--- src/rtl/vector_sequencer_if.sv ---
// -----------------------------------------------------------------------------
// vector_sequencer_if
//   Bundle between the vector sequencer and the combinational block under test
//   plus the result/status signals seen by whoever launches the sweep.
//
//   start      : start request into the sequencer
//   y          : output of the block under test
//   vec        : input vector driven to the block under test
//   busy/done  : sweep in progress / sweep finished
//   pass       : finished with zero mismatches
//   err_count  : number of mismatching vectors (N+1 bits)
//   fail_seen  : at least one mismatch since the last start
//   first_fail : index of the first mismatching vector
//
//   master : the sequencer side
//   slave  : the stimulus/observer side (DUT wrapper or testbench)
// -----------------------------------------------------------------------------
interface vector_sequencer_if #(
  parameter int N = 3
);
  logic         start;
  logic         y;
  logic [N-1:0] vec;
  logic         busy;
  logic         done;
  logic         pass;
  logic [N:0]   err_count;
  logic         fail_seen;
  logic [N-1:0] first_fail;

  modport master (
    input  start, y,
    output vec, busy, done, pass, err_count, fail_seen, first_fail
  );

  modport slave (
    output start, y,
    input  vec, busy, done, pass, err_count, fail_seen, first_fail
  );
endinterface

--- src/rtl/vector_sequencer.sv ---
// -----------------------------------------------------------------------------
// vector_sequencer
//   Exhaustive stimulus controller for a small combinational block. On start
//   it walks vec through all 2^N input vectors, holds each for SETTLE cycles,
//   samples y in a one-cycle CHECK state and compares it against the truth
//   table EXPECT (bit i = expected y for vector i). Reports pass/fail, an
//   error count and the first failing vector. All outputs are registered.
//
//   Ports:
//     clk   : rising-edge clock
//     reset : asynchronous, active-high reset
//     bus   : vector_sequencer_if.master (start, y in; vec, status out)
//
//   Parameters:
//     N      : number of DUT inputs (must match the interface's N)
//     SETTLE : cycles each vector is held before sampling, 1..15
//     EXPECT : expected-output truth table, 2^N bits
//
//   Optional feature (macro VECSEQ_LOOP_EN):
//     When defined, start=1 during the last CHECK wraps into another pass
//     instead of entering DONE; done pulses for one cycle per wrap and
//     err_count accumulates (saturating) across passes.
// -----------------------------------------------------------------------------
module vector_sequencer #(
  parameter int                   N      = 3,
  parameter int                   SETTLE = 1,
  parameter logic [(1<<N)-1:0]    EXPECT = 8'h31
) (
  input  logic           clk,
  input  logic           reset,
  vector_sequencer_if.master bus
);

  typedef enum logic [1:0] {S_IDLE, S_DRIVE, S_CHECK, S_DONE} state_e;

  localparam logic [N-1:0] LAST_IDX = '1;
  localparam logic [3:0]   CNT_LAST = 4'(SETTLE - 1);
  localparam logic [N:0]   ERR_MAX  = '1;

  state_e       state_q, state_d;
  logic [N-1:0] idx_q, idx_d;
  logic [3:0]   cnt_q, cnt_d;
  logic [N:0]   err_count_q, err_count_d;
  logic         fail_seen_q, fail_seen_d;
  logic [N-1:0] first_fail_q, first_fail_d;
  logic         busy_q, busy_d;
  logic         done_q, done_d;
  logic         pass_q, pass_d;

  logic mismatch;
  logic last_vec;
  logic wrap;

  assign mismatch = bus.y != EXPECT[idx_q];
  assign last_vec = idx_q == LAST_IDX;

`ifdef VECSEQ_LOOP_EN
  // Continue into another pass when start is still requested at the last vector.
  assign wrap = (state_q == S_CHECK) && last_vec && bus.start;
`else
  assign wrap = 1'b0;
`endif

  // State register and all datapath/output flops.
  // NOTE: sequential state uses non-blocking assignments so every flop samples
  // the pre-edge value of its neighbours, independent of statement order.
  always_ff @(posedge clk or posedge reset) begin
    if (reset) begin
      state_q      <= S_IDLE;
      idx_q        <= '0;
      cnt_q        <= '0;
      err_count_q  <= '0;
      fail_seen_q  <= 1'b0;
      first_fail_q <= '0;
      busy_q       <= 1'b0;
      done_q       <= 1'b0;
      pass_q       <= 1'b0;
    end else begin
      state_q      <= state_d;
      idx_q        <= idx_d;
      cnt_q        <= cnt_d;
      err_count_q  <= err_count_d;
      fail_seen_q  <= fail_seen_d;
      first_fail_q <= first_fail_d;
      busy_q       <= busy_d;
      done_q       <= done_d;
      pass_q       <= pass_d;
    end
  end

  // Next-state logic.
  // NOTE: every signal assigned in an always_comb gets a default first, so no
  // path through the case statement can leave it unassigned and infer a latch.
  always_comb begin
    state_d = state_q;
    unique case (state_q)
      S_IDLE,
      S_DONE:  if (bus.start)          state_d = S_DRIVE;
      S_DRIVE: if (cnt_q == CNT_LAST)  state_d = S_CHECK;
      S_CHECK: state_d = (last_vec && !wrap) ? S_DONE : S_DRIVE;
      default: state_d = S_IDLE;
    endcase
  end

  // Datapath and registered-output next values.
  always_comb begin
    idx_d        = idx_q;
    cnt_d        = cnt_q;
    err_count_d  = err_count_q;
    fail_seen_d  = fail_seen_q;
    first_fail_d = first_fail_q;

    unique case (state_q)
      S_IDLE,
      S_DONE: begin
        if (bus.start) begin
          idx_d        = '0;
          cnt_d        = '0;
          err_count_d  = '0;
          fail_seen_d  = 1'b0;
          first_fail_d = '0;
        end
      end
      S_DRIVE: cnt_d = cnt_q + 4'd1;
      S_CHECK: begin
        if (mismatch) begin
          // Saturation only matters when passes accumulate in loop mode.
          err_count_d = (err_count_q == ERR_MAX) ? err_count_q : err_count_q + 1'b1;
          fail_seen_d = 1'b1;
          if (!fail_seen_q) first_fail_d = idx_q;
        end
        cnt_d = '0;
        // The index naturally rolls over to 0 on a wrap; in DONE it holds the
        // last vector on vec.
        idx_d = (last_vec && !wrap) ? idx_q : idx_q + 1'b1;
      end
      default: ;
    endcase

    // Status flops are loaded from the next state so they line up with it.
    busy_d = (state_d == S_DRIVE) || (state_d == S_CHECK);
    done_d = (state_d == S_DONE) || wrap;
    pass_d = done_d && (err_count_d == '0);
  end

  assign bus.vec        = idx_q;
  assign bus.busy       = busy_q;
  assign bus.done       = done_q;
  assign bus.pass       = pass_q;
  assign bus.err_count  = err_count_q;
  assign bus.fail_seen  = fail_seen_q;
  assign bus.first_fail = first_fail_q;

endmodule

--- src/flat_wrapper.sv ---
// flat-port wrapper written by rule: the top's interface ports become plain ports
module vector_sequencer_flat 
#(
  parameter int                   N      = 3,
  parameter int                   SETTLE = 1,
  parameter logic [(1<<N)-1:0]    EXPECT = 8'h31
)
  (clk, reset, bus_start, bus_y, bus_vec, bus_busy, bus_done, bus_pass, bus_err_count, bus_fail_seen, bus_first_fail);
  vector_sequencer_if #(.N(N)) bus_i ();
  input  logic clk;
  input  logic reset;
  input wire logic [$bits(bus_i.start)-1:0] bus_start;
  input wire logic [$bits(bus_i.y)-1:0] bus_y;
  output wire logic [$bits(bus_i.vec)-1:0] bus_vec;
  output wire logic [$bits(bus_i.busy)-1:0] bus_busy;
  output wire logic [$bits(bus_i.done)-1:0] bus_done;
  output wire logic [$bits(bus_i.pass)-1:0] bus_pass;
  output wire logic [$bits(bus_i.err_count)-1:0] bus_err_count;
  output wire logic [$bits(bus_i.fail_seen)-1:0] bus_fail_seen;
  output wire logic [$bits(bus_i.first_fail)-1:0] bus_first_fail;
  assign bus_i.start = bus_start;
  assign bus_i.y = bus_y;
  assign bus_vec = bus_i.vec;
  assign bus_busy = bus_i.busy;
  assign bus_done = bus_i.done;
  assign bus_pass = bus_i.pass;
  assign bus_err_count = bus_i.err_count;
  assign bus_fail_seen = bus_i.fail_seen;
  assign bus_first_fail = bus_i.first_fail;
  vector_sequencer #(.N(N), .SETTLE(SETTLE), .EXPECT(EXPECT)) u_core (.clk(clk), .reset(reset), .bus(bus_i));
endmodule
--- config.mk ---
export PLATFORM = sky130hd
export DESIGN_NAME = vector_sequencer_flat
export DESIGN_NICKNAME = d
export VERILOG_FILES = /design/src/rtl/vector_sequencer_if.sv /design/src/rtl/vector_sequencer.sv /design/src/flat_wrapper.sv
export SDC_FILE = /design/constraint.sdc
export NUM_CORES = 1
export LEC_CHECK = 0
export CORE_MARGIN = 2
export CORE_UTILIZATION = 60
export CTS_BUF_LIST = sky130_fd_sc_hd__clkbuf_8
export CTS_CLUSTER_SIZE = 30
export DETAILED_ROUTE_END_ITERATION = 10
export HOLD_SLACK_MARGIN = 0.15
export MAX_ROUTING_LAYER = met4
export PLACE_DENSITY_LB_ADDON = 0.1
export SYNTH_ARGS = -nofsm -noshare
export SYNTH_HDL_FRONTEND = slang
export SYNTH_SLANG_ARGS = --single-unit
--- constraint.sdc ---
create_clock -name clk -period 3.6 [get_ports clk]
set_input_delay 0.9 -clock clk [delete_from_list [all_inputs] [get_ports clk]]
set_output_delay 0.9 -clock clk [all_outputs]
set_load 0.01 [all_outputs]
==> impl_metrics.env, run 1 <==
export IMPL_design_area_sq_um=1445
export IMPL_max_stage_delay_ns=0.43
export IMPL_final_nets=153
export IMPL_max_freq_mhz=407.9
export IMPL_crit_type="reg2reg"
export IMPL_hp_start="u_core.cnt_q[3]"
export IMPL_die_area_sq_um=2396
export IMPL_p_comb_share_pct=54.4
export IMPL_htree_num_levels=1
export IMPL_fin_skew_ns=0.001353
export IMPL_first_pass_iters=5
export IMPL_start_util_pct=62.44
export IMPL_swShare_pct=43.18
export IMPL_num_rows=16
export IMPL_utilization_pct=74.42
export IMPL_syn_inst=121
export IMPL_synth_largest_area_cell="dfrtp_1"
export IMPL_crit_start="u_core.state_q[0]"
export IMPL_seqPwrFrac_pct=31.9
export IMPL_seq_area_sq_um=500.5
export IMPL_slew_headroom_pct=53.07
export IMPL_routedWlPerCell_um=15.65
export IMPL_initialDrtViolationCount=39
export IMPL_reg2reg_depth=10
export IMPL_ys_seq_elements=20
export IMPL_cts_sinks=20
export IMPL_crit_cells=10
export IMPL_crit_required_ns=3.76
export IMPL_yosys_warnings=0
export IMPL_slew_violations=0
export IMPL_numCtsBuffers=3
export IMPL_portBuffers=17
export IMPL_core_sq_um=1942
export IMPL_routabilityCongestion=0.9551
export IMPL_leakage_nw=0.6217
export IMPL_first_global_vias=983
export IMPL_fin_crit_ns=2.452
export IMPL_cp_arrival_ns=2.61
export IMPL_p_switching_w=0.0004429
export IMPL_clockRootBuffer="clkbuf_8"
export IMPL_hp_class="reg2reg"
export IMPL_worstMarginPinSlew_ns=0.7031
export IMPL_final_cells=165
export IMPL_ant_nets=0
export IMPL_clk_latency_ns=0.25
export IMPL_maxCapViolCount=0
export IMPL_peakVddDrop_mv=0.5915
export IMPL_crit_family="compound AO/OA/AOI/OAI gates"
export IMPL_num_antenna_cells=0
export IMPL_pin_count=18
export IMPL_postCtsSetupRepairBufs=0
export IMPL_hold_path_depth=1
export IMPL_fin_ws_ns=1.148
export IMPL_die_width_um=48.95
export IMPL_p_int_w=0.0005827
export IMPL_crit_buf_inv=1
export IMPL_crit_top_cell="ha_1"
export IMPL_cts_resized=0
export IMPL_synth_edf_count=0
export IMPL_num_vias=1009
export IMPL_drc=0
export IMPL_synth_top_area_share_pct=41.28
export IMPL_start_kind="flip-flop"
export IMPL_fin_crit_sh_pct=68.10
export IMPL_fill_cells=141
export IMPL_grt_pass1_wl_um=4485
export IMPL_rrSetupSlack_ns=1.15
export IMPL_hpwl_um=1953
export IMPL_dominantRegCellSynth="dfrtp_1"
export IMPL_async_reset_ff_share_pct=100.0
export IMPL_final_layout_size_suffix_gt1_share_pct=13.04
export IMPL_gr_total_overflow=0
export IMPL_grt_use_total_pct=24.98
export IMPL_syn_area_per_cell_sq_um=10.02
export IMPL_multiInputGateArea_sq_um=669.4
export IMPL_antenna_found_initial=0
export IMPL_routed_wl_um=2583
export IMPL_cp_max_fo=14
export IMPL_die_height_um=48.95
export IMPL_place_area_sq_um=1404
export IMPL_synthToLayoutAreaGrowth_pct=19.20
export IMPL_endpoint_kind="flip-flop"
export IMPL_ys_types=40
export IMPL_hold_viol_final=0
export IMPL_grt_max_degree=21
export IMPL_netlist_top_cells_area="dfrtp_1 (41%), ha_1 (9.3%), a22o_1 (5.1%)"
export IMPL_crit_chain="inv_1 -> ha_1 -> nand2_1 -> a21oi_1 -> nor2_1 -> a221oi_1 -> ha_1 -> o31a_1 -> o21ai_0 -> nor4_2"
export IMPL_dpl_worst_slack_ns=1.019
export IMPL_dp_cells=162
export IMPL_worst_path_max_delay_cell="ha_1"
export IMPL_p_clk_share_pct=13.7
export IMPL_tns_ns=0
export IMPL_setup_viol=0
export IMPL_power_density_nw_per_um2=709.6
export IMPL_rsz0062_at_grt="false"
export IMPL_r2r_start="u_core.state_q[0]"
export IMPL_cts_hold_buf=0
export IMPL_run_status="finished clean"
export IMPL_yosysSeqAreaShare_pct=41.28
export IMPL_cts_buffer_depth=2
export IMPL_viasPerCell=6.115
export IMPL_cts_tree="built"
export IMPL_clk_pin_slew_ns=0.07
export IMPL_syn_area_sq_um=1212
export IMPL_syn_num_nets=134
[path summary, 6_finish.rpt]
kind	to
max	u_core.bus.pass
min	u_core.cnt_q[3]
max reg2reg	u_core.bus.pass
min reg2reg	u_core.cnt_q[3]
max in group asynchronous	u_core.cnt_q[2]
min in group asynchronous	u_core.bus.vec[0]
[power by group through the flow]
stage / Sequential (W) / Combinational [W] / Clock [W]
floorplan: 0.000333 / 0.000388 / 0
global placement: 0.000326 / 0.000533 / 0
detailed placement: 0.000329 / 0.000551 / 0
finish: 0.000327 / 0.000558 / 0.000141
CTS: 0.000325 / 0.000558 / 0.000143
global route: 0.000334 / 0.000624 / 0.000154
[cells by family after synthesis]
family | share of synthesized area (%)
adder cells (fa/ha/maj) | 9.288
buffers and inverters | 3.509
multiplexers | 3.612
AO/OA/AOI/OAI | 20.64
AND/OR/NAND/NOR | 21.67
flip-flops | 41.28
[placed cells by master, fill, tap and decap left out, drive strengths merged]
cell / instances
a31oi: 2
a311oi: 2
mux2i: 1
o21a: 1
a221oi: 1
nor3: 2
nor2: 11
nand2: 13
ha: 9
a221o: 1
o41ai: 1
a41oi: 1
a21oi: 4
a22o: 7
mux2: 3
nor2b: 5
nand2b: 2
inv: 8
dfrtp: 20
and3b: 1
nor3b: 1
or3: 2
o21ai: 10
o31a: 1
nor4: 1
and4: 1
clkdlybuf4s50: 17
nand3: 6
o31ai: 1
clkbuf: 3
[synthesized netlist by cell type, types with 2 or more instances]
library cell	n
a21oi_1	4
a22o_1	7
a31oi_1	2
clkbuf_1	2
dfrtp_1	20
ha_1	9
inv_1	7
mux2_1	2
nand2_1	13
nand3_1	6
nor2_1	9
nor2_2	2
nor2b_1	3
o21ai_0	4
o21ai_1	6
[state kept, by name (all words and copies together) (netlist names)]
name	count
u_core.bus.busy	1
u_core.bus.done	1
u_core.bus.err_count	4
u_core.bus.pass	1
u_core.state_q	2
u_core.bus.first_fail	3
u_core.bus.vec	3
u_core.bus.fail_seen	1
u_core.cnt_q	4
[final cells by class]
| cell class | count | area share, % |
|---|---|---|
| clock buffers | 3 | 2.857 |
| inverters | 8 | 2.078 |
| multi-input cells | 90 | 46.32 |
| flip-flops and latches | 20 | 34.63 |
| well taps | 27 | 2.338 |
| repair buffers | 17 | 11.77 |
[stage by stage]
step / hold slack (ns) / total power, W
detailed placement: 0.4750 / 0.0008798
finish: 0.5027 / 0.001026
global route: 0.5100 / 0.001112
global placement: 0.4777 / 0.0008589
floorplan: 0.4520 / 0.0007213
CTS: 0.4854 / 0.001026
[metal layers]
metal / track usage (%) / routed length [um] / part of all wire, %
met3: 5.215 / 129 / 5.0
met4: 6.190 / 15 / 0.58
met2: 40.18 / 1245 / 48
met1: 32.59 / 1192 / 46
met5: - / 0 / 0
No activity file was read; power rests on OpenSTA's default activity.
==> run 2: changes to the inputs <==
- CORE_UTILIZATION: 60 -> 55
- clock period: 3.6 -> 2.3 ns (I/O delays scaled with it)
==> impl_metrics.env, run 2 (synthesis results as in run 1) <==
export IMPL_cp_max_fo=6
export IMPL_portBuffers=17
export IMPL_routabilityCongestion=0.9826
export IMPL_fin_crit_sh_pct=86.00
export IMPL_crit_start="u_core.bus.vec[1]"
export IMPL_start_kind="flip-flop"
export IMPL_cts_hold_buf=0
export IMPL_swShare_pct=41.74
export IMPL_globalRouteMet1Util_pct=26.88
export IMPL_top_usage_layer="met2"
export IMPL_place_area_sq_um=1441
export IMPL_crit_chain="inv_1 -> ha_1 -> nor2b_2 -> nor3_4 -> nor3_2 -> mux2_1 -> a22o_1"
export IMPL_worstMarginPinSlew_ns=0.3626
export IMPL_endpoint="u_core.bus.first_fail[0]"
export IMPL_grt_max_degree=21
export IMPL_die_height_um=50.95
export IMPL_fin_crit_ns=1.978
export IMPL_rsz0062_at_grt="false"
export IMPL_num_antenna_cells=0
export IMPL_seqPwrFrac_pct=30.0
export IMPL_rrSetupSlack_ns=0.32
export IMPL_viasPerCell=5.778
export IMPL_pin_count=18
export IMPL_endpoint_kind="flip-flop"
export IMPL_cts_tree="built"
export IMPL_first_pass_iters=4
export IMPL_start_util_pct=59.96
export IMPL_crit_required_ns=2.45
export IMPL_design_area_sq_um=1504
export IMPL_maxCapViolCount=0
export IMPL_final_cell_mix="dfrtp_1 (19), clkdlybuf4s50_1 (17), nand2_1 (13)"
export IMPL_die_width_um=50.95
export IMPL_postCtsSetupRepairBufs=0
export IMPL_crit_buf_inv=1
export IMPL_grt_use_total_pct=22.21
export IMPL_slew_violations=0
export IMPL_peakVddDrop_mv=0.7388
export IMPL_antenna_found_initial=0
export IMPL_num_rows=16
export IMPL_clk_pin_slew_ns=0.07
export IMPL_routed_wl_um=2524
export IMPL_cts_buffer_depth=2
export IMPL_clk_latency_ns=0.25
export IMPL_crit_cells=7
export IMPL_gr_total_overflow=0
export IMPL_numCtsBuffers=3
export IMPL_worst_path_max_delay_cell="dfrtp_2"
export IMPL_hp_class="reg2reg"
export IMPL_cts_resized=0
export IMPL_grt_use_met2_pct=38.10
export IMPL_synthToLayoutAreaGrowth_pct=24.05
export IMPL_htree_num_levels=1
export IMPL_fill_cells=140
export IMPL_die_area_sq_um=2596
export IMPL_hpwl_um=1904
export IMPL_tns_ns=0
export IMPL_final_layout_size_suffix_gt1_share_pct=18.06
export IMPL_p_switching_w=0.0007041
export IMPL_core_sq_um=2022
export IMPL_max_stage_delay_ns=0.46
export IMPL_crit_type="reg2reg"
export IMPL_slew_headroom_pct=75.83
export IMPL_timing_rr_end="u_core.bus.first_fail[0]"
export IMPL_max_freq_mhz=505.6
export IMPL_leakage_nw=0.6542
export IMPL_use_met3_pct=3.509
export IMPL_p_clk_share_pct=15.9
export IMPL_clockRootBuffer="clkbuf_8"
export IMPL_fin_skew_ns=0.001837
export IMPL_crit_family="simple AND/OR/NAND/NOR gates"
export IMPL_routedWlPerCell_um=14.76
export IMPL_ant_nets=0
export IMPL_cp_arrival_ns=2.13
export IMPL_run_status="finished clean"
export IMPL_num_vias=988
export IMPL_drc=0
export IMPL_final_nets=158
export IMPL_setup_viol=0
export IMPL_layout_commonest_cell="dfrtp_1"
export IMPL_p_comb_share_pct=54.1
export IMPL_initialDrtViolationCount=25
export IMPL_hold_viol_final=0
export IMPL_power_density_nw_per_um2=1122
export IMPL_reg2reg_depth=7
export IMPL_grt_pass1_wl_um=4298
export IMPL_r2r_start="u_core.bus.vec[1]"
export IMPL_p_int_w=0.0009826
export IMPL_cts_sinks=20
export IMPL_first_global_vias=980
==> run 2: cell types whose count changed in the layout (fill, tap and decap cells not counted), sizes merged <==
cell	before	now
buf	0	5
clkbuf	3	4
==> run 2: power groups by stage <==
stage | clock, W | sequential, W | combinational (W)
2_1_floorplan | 0 | 0.000521 | 0.000608
6_report | 0.000268 | 0.000506 | 0.000912
3_3_place_gp | 0 | 0.000508 | 0.000865
4_1_cts | 0.000272 | 0.000505 | 0.000898
5_1_grt | 0.000284 | 0.000517 | 0.00101
3_5_place_dp | 0 | 0.000511 | 0.000892
==> run 2: routing by layer <==
metal  vias up  wire, um
li1        487         -
met1       482      1125
met3         2        94
met5         -         0
met2        17      1296
met4         0         8
==> run 2: metrics by stage <==
| stage | instances | total power (W) | util [%] | setup slack, ns | hold WS, ns |
|---|---|---|---|---|---|
| 6_report | 171 | 0.001687 | 74.38 | 0.3220 | 0.4975 |
| 5_1_grt | 171 | 0.001814 | 74.38 | 0.09412 | 0.5428 |
| 4_1_cts | 171 | 0.001674 | 74.01 | 0.1599 | 0.5032 |
| 3_5_place_dp | 167 | 0.001404 | 71.29 | 0.09957 | 0.4869 |
| 3_3_place_gp | 167 | 0.001372 | 71.29 | 0.1349 | 0.4784 |
| 2_1_floorplan | 121 | 0.001129 | - | 0.2595 | 0.4520 |
==> run 2: layout make-up <==
class / instances / area [sq um] / share of cell area, %
Clock buffer: 4 / 55.05 / 3.661
Inverter: 8 / 30.03 / 1.997
Multi-Input combinational cell: 90 / 675.6 / 44.93
Sequential cell: 20 / 501.7 / 33.36
Tap cell: 27 / 33.78 / 2.246
Timing Repair Buffer: 22 / 207.7 / 13.81
==> run 2: how the worst min path moves through the flow <==
| stage | from | endpoint | slack (ns) | cells after the start |
|---|---|---|---|---|
| after floorplan | u_core.cnt_q[3] | u_core.cnt_q[3] | 0.45 | 1 |
| after global placement | u_core.cnt_q[3] | u_core.cnt_q[3] | 0.48 | 1 |
| after detailed placement | u_core.cnt_q[3] | u_core.cnt_q[3] | 0.49 | 1 |
| after CTS | u_core.cnt_q[3] | u_core.cnt_q[3] | 0.50 | 1 |
| after global routing | u_core.cnt_q[3] | u_core.cnt_q[3] | 0.54 | 1 |
| final | u_core.cnt_q[3] | u_core.cnt_q[3] | 0.50 | 1 |
==> run 2: worst reg2reg max path, delay by kind of cell, from the launching register on <==
kind                       cells  cell delay, ns
and+or+nand+nor                3            0.66
adders and majority gates      1            0.13
buffers and inverters          1            0.09
AOI/OAI and AO/OA              1            0.18
DFF                            1            0.46
muxes                          1            0.36
==> run 3: changes to the inputs <==
- ABC_AREA: unset -> 1
- CAP_MARGIN: unset -> 25
- SLEW_MARGIN: unset -> 0
==> impl_metrics.env, run 3 <==
export IMPL_ys_types=22
export IMPL_routedWlPerCell_um=12.08
export IMPL_postCtsSetupRepairBufs=0
export IMPL_crit_chain="inv_1 -> ha_1 -> inv_1 -> nor2_2 -> inv_1 -> o22ai_1 -> ha_1 -> a21boi_2 -> nand2_2 -> nor2_2"
export IMPL_numCtsBuffers=3
export IMPL_endpoint_kind="flip-flop"
export IMPL_fin_crit_ns=1.921
export IMPL_grt_use_total_pct=21.54
export IMPL_slew_violations=0
export IMPL_yosysMostFrequentCell="nand2_1"
export IMPL_setup_viol=0
export IMPL_clockRootBuffer="clkbuf_8"
export IMPL_use_met3_pct=2.727
export IMPL_syn_area_per_cell_sq_um=8.414
export IMPL_yosysSeqAreaShare_pct=43.10
export IMPL_synthToLayoutAreaGrowth_pct=22.31
export IMPL_initialDrtViolationCount=15
export IMPL_htree_num_levels=1
export IMPL_clk_latency_ns=0.25
export IMPL_leakage_nw=0.7365
export IMPL_fill_cells=147
export IMPL_antenna_found_initial=0
export IMPL_crit_buf_inv=3
export IMPL_cts_tree="built"
export IMPL_ant_nets=0
export IMPL_hold_viol_final=0
export IMPL_max_stage_delay_ns=0.38
export IMPL_fin_ws_ns=0.3792
export IMPL_cts_resized=0
export IMPL_hpwl_um=1664
export IMPL_dpl_worst_slack_ns=0.1526
export IMPL_dominantRegCellSynth="dfrtp_1"
export IMPL_slew_headroom_pct=78.24
export IMPL_cts_hold_buf=0
export IMPL_final_layout_size_suffix_gt1_share_pct=13.21
export IMPL_syn_inst=138
export IMPL_first_pass_iters=4
export IMPL_gr_total_overflow=0
export IMPL_core_sq_um=1982
export IMPL_rsz0062_at_grt="false"
export IMPL_num_antenna_cells=0
export IMPL_start_util_pct=58.59
export IMPL_cp_max_fo=8
export IMPL_die_area_sq_um=2495
export IMPL_ys_seq_elements=20
export IMPL_final_nets=173
export IMPL_num_vias=944
export IMPL_yosys_warnings=0
export IMPL_layout_commonest_cell="nand2_1"
export IMPL_hp_start="u_core.bus.first_fail[0]"
export IMPL_total_power_w=0.001545
export IMPL_final_cell_mix="nand2_1 (30), inv_1 (22), dfrtp_1 (20)"
export IMPL_crit_family="adder cells"
export IMPL_async_reset_ff_share_pct=100.0
export IMPL_synth_top_area_share_pct=43.10
export IMPL_syn_area_sq_um=1161
export IMPL_num_rows=16
export IMPL_clk_pin_slew_ns=0.07
export IMPL_worst_path_max_delay_cell="dfrtp_1"
export IMPL_cts_buffer_depth=2
export IMPL_run_status="finished clean"
export IMPL_netlist_top_cells_area="dfrtp_1 (43%), ha_1 (9.7%), nand2_1 (9.7%)"
export IMPL_globalRouteMet1Util_pct=27.36
export IMPL_die_height_um=49.95
export IMPL_routabilityCongestion=0.8247
export IMPL_max_freq_mhz=520.6
export IMPL_grt_pass1_wl_um=4002
export IMPL_cp_arrival_ns=2.11
export IMPL_fin_crit_sh_pct=83.51
export IMPL_portBuffers=17
export IMPL_maxCapViolCount=0
export IMPL_synth_common_cells="nand2_1 (30), inv_1 (22), dfrtp_1 (20)"
export IMPL_cts_sinks=20
export IMPL_crit_required_ns=2.49
export IMPL_tns_ns=0
export IMPL_top_usage_layer="met2"
export IMPL_crit_type="reg2reg"
export IMPL_worstMarginPinSlew_ns=0.3265
export IMPL_hp_class="reg2reg"
export IMPL_synth_edf_count=0
export IMPL_start_kind="flip-flop"
export IMPL_pin_count=18
export IMPL_first_global_vias=955
export IMPL_grt_max_degree=21
export IMPL_fin_skew_ns=0.001244
export IMPL_syn_num_nets=151
export IMPL_viasPerCell=5.075
export IMPL_crit_start="u_core.state_q[0]"
export IMPL_r2r_start="u_core.state_q[0]"
export IMPL_peakVddDrop_mv=0.8414
export IMPL_synth_largest_area_cell="dfrtp_1"
export IMPL_power_density_nw_per_um2=1088
export IMPL_routed_wl_um=2247
export IMPL_crit_top_cell="inv_1"
export IMPL_die_width_um=49.95
export IMPL_drc=0
export IMPL_grt_use_met2_pct=36.22
run 3: worst paths after layout:
check	end	slack (ns)	cells after the start
min reg2reg	u_core.bus.first_fail[0]	0.47	2
max	u_core.bus.pass	0.38	10
min	u_core.bus.first_fail[0]	0.47	2
max in group asynchronous	u_core.bus.first_fail[0]	1.44	3
max reg2reg	u_core.bus.pass	0.38	10
min in group asynchronous	u_core.bus.first_fail[1]	0.65	3
run 3: power by group:
| part | total, W | switching (W) | internal [W] |
|---|---|---|---|
| Clock | 0.000264 | 0.000112 | 0.000152 |
| Sequential | 0.000502 | 0.0000648 | 0.000437 |
| Combinational | 0.000779 | 0.000474 | 0.000305 |
| Total | 0.00154 | 0.000651 | 0.000894 |
run 3: logic make-up after synthesis:
kind of cell,after synthesis,share of synthesized area (%)
buffers and inverters,25,8.406
and+or+nand+nor,67,29.53
DFF,20,43.10
adders and majority gates,9,9.698
AOI/OAI and AO/OA,17,9.268
run 3: layer usage:
metal	up-vias	routed length, um	share of wire, %
met5	-	0	0
met4	0	14	0.62
met3	2	67	3.0
met2	20	1098	49
met1	434	1067	47
li1	488	-	-
run 3: worst min-delay path, cell delays in order, from the launching register on:
cell and delay, ns:
dfrtp_1 0.34, nand2_1 0.05, nand2_1 0.05
run 3: stage by stage:
step	instance area, sq um	util [%]	hold slack (ns)	cells
finish	1420	71.65	0.4745	186
global route	1420	71.65	0.5169	186
detailed placement	1365	68.88	0.4662	182
global placement	1365	68.88	0.4561	182
floorplan	1161	-	0.4895	138
CTS	1420	71.65	0.4823	186
run 3: cell type report:
| type | count | area [sq um] | area share [%] |
|---|---|---|---|
| Clock buffer | 4 | 55.05 | 3.877 |
| Inverter | 24 | 90.09 | 6.344 |
| Multi-Input combinational cell | 93 | 563.0 | 39.65 |
| Sequential cell | 20 | 500.5 | 35.24 |
| Tap cell | 27 | 33.78 | 2.379 |
| Timing Repair Buffer | 18 | 177.7 | 12.51 |
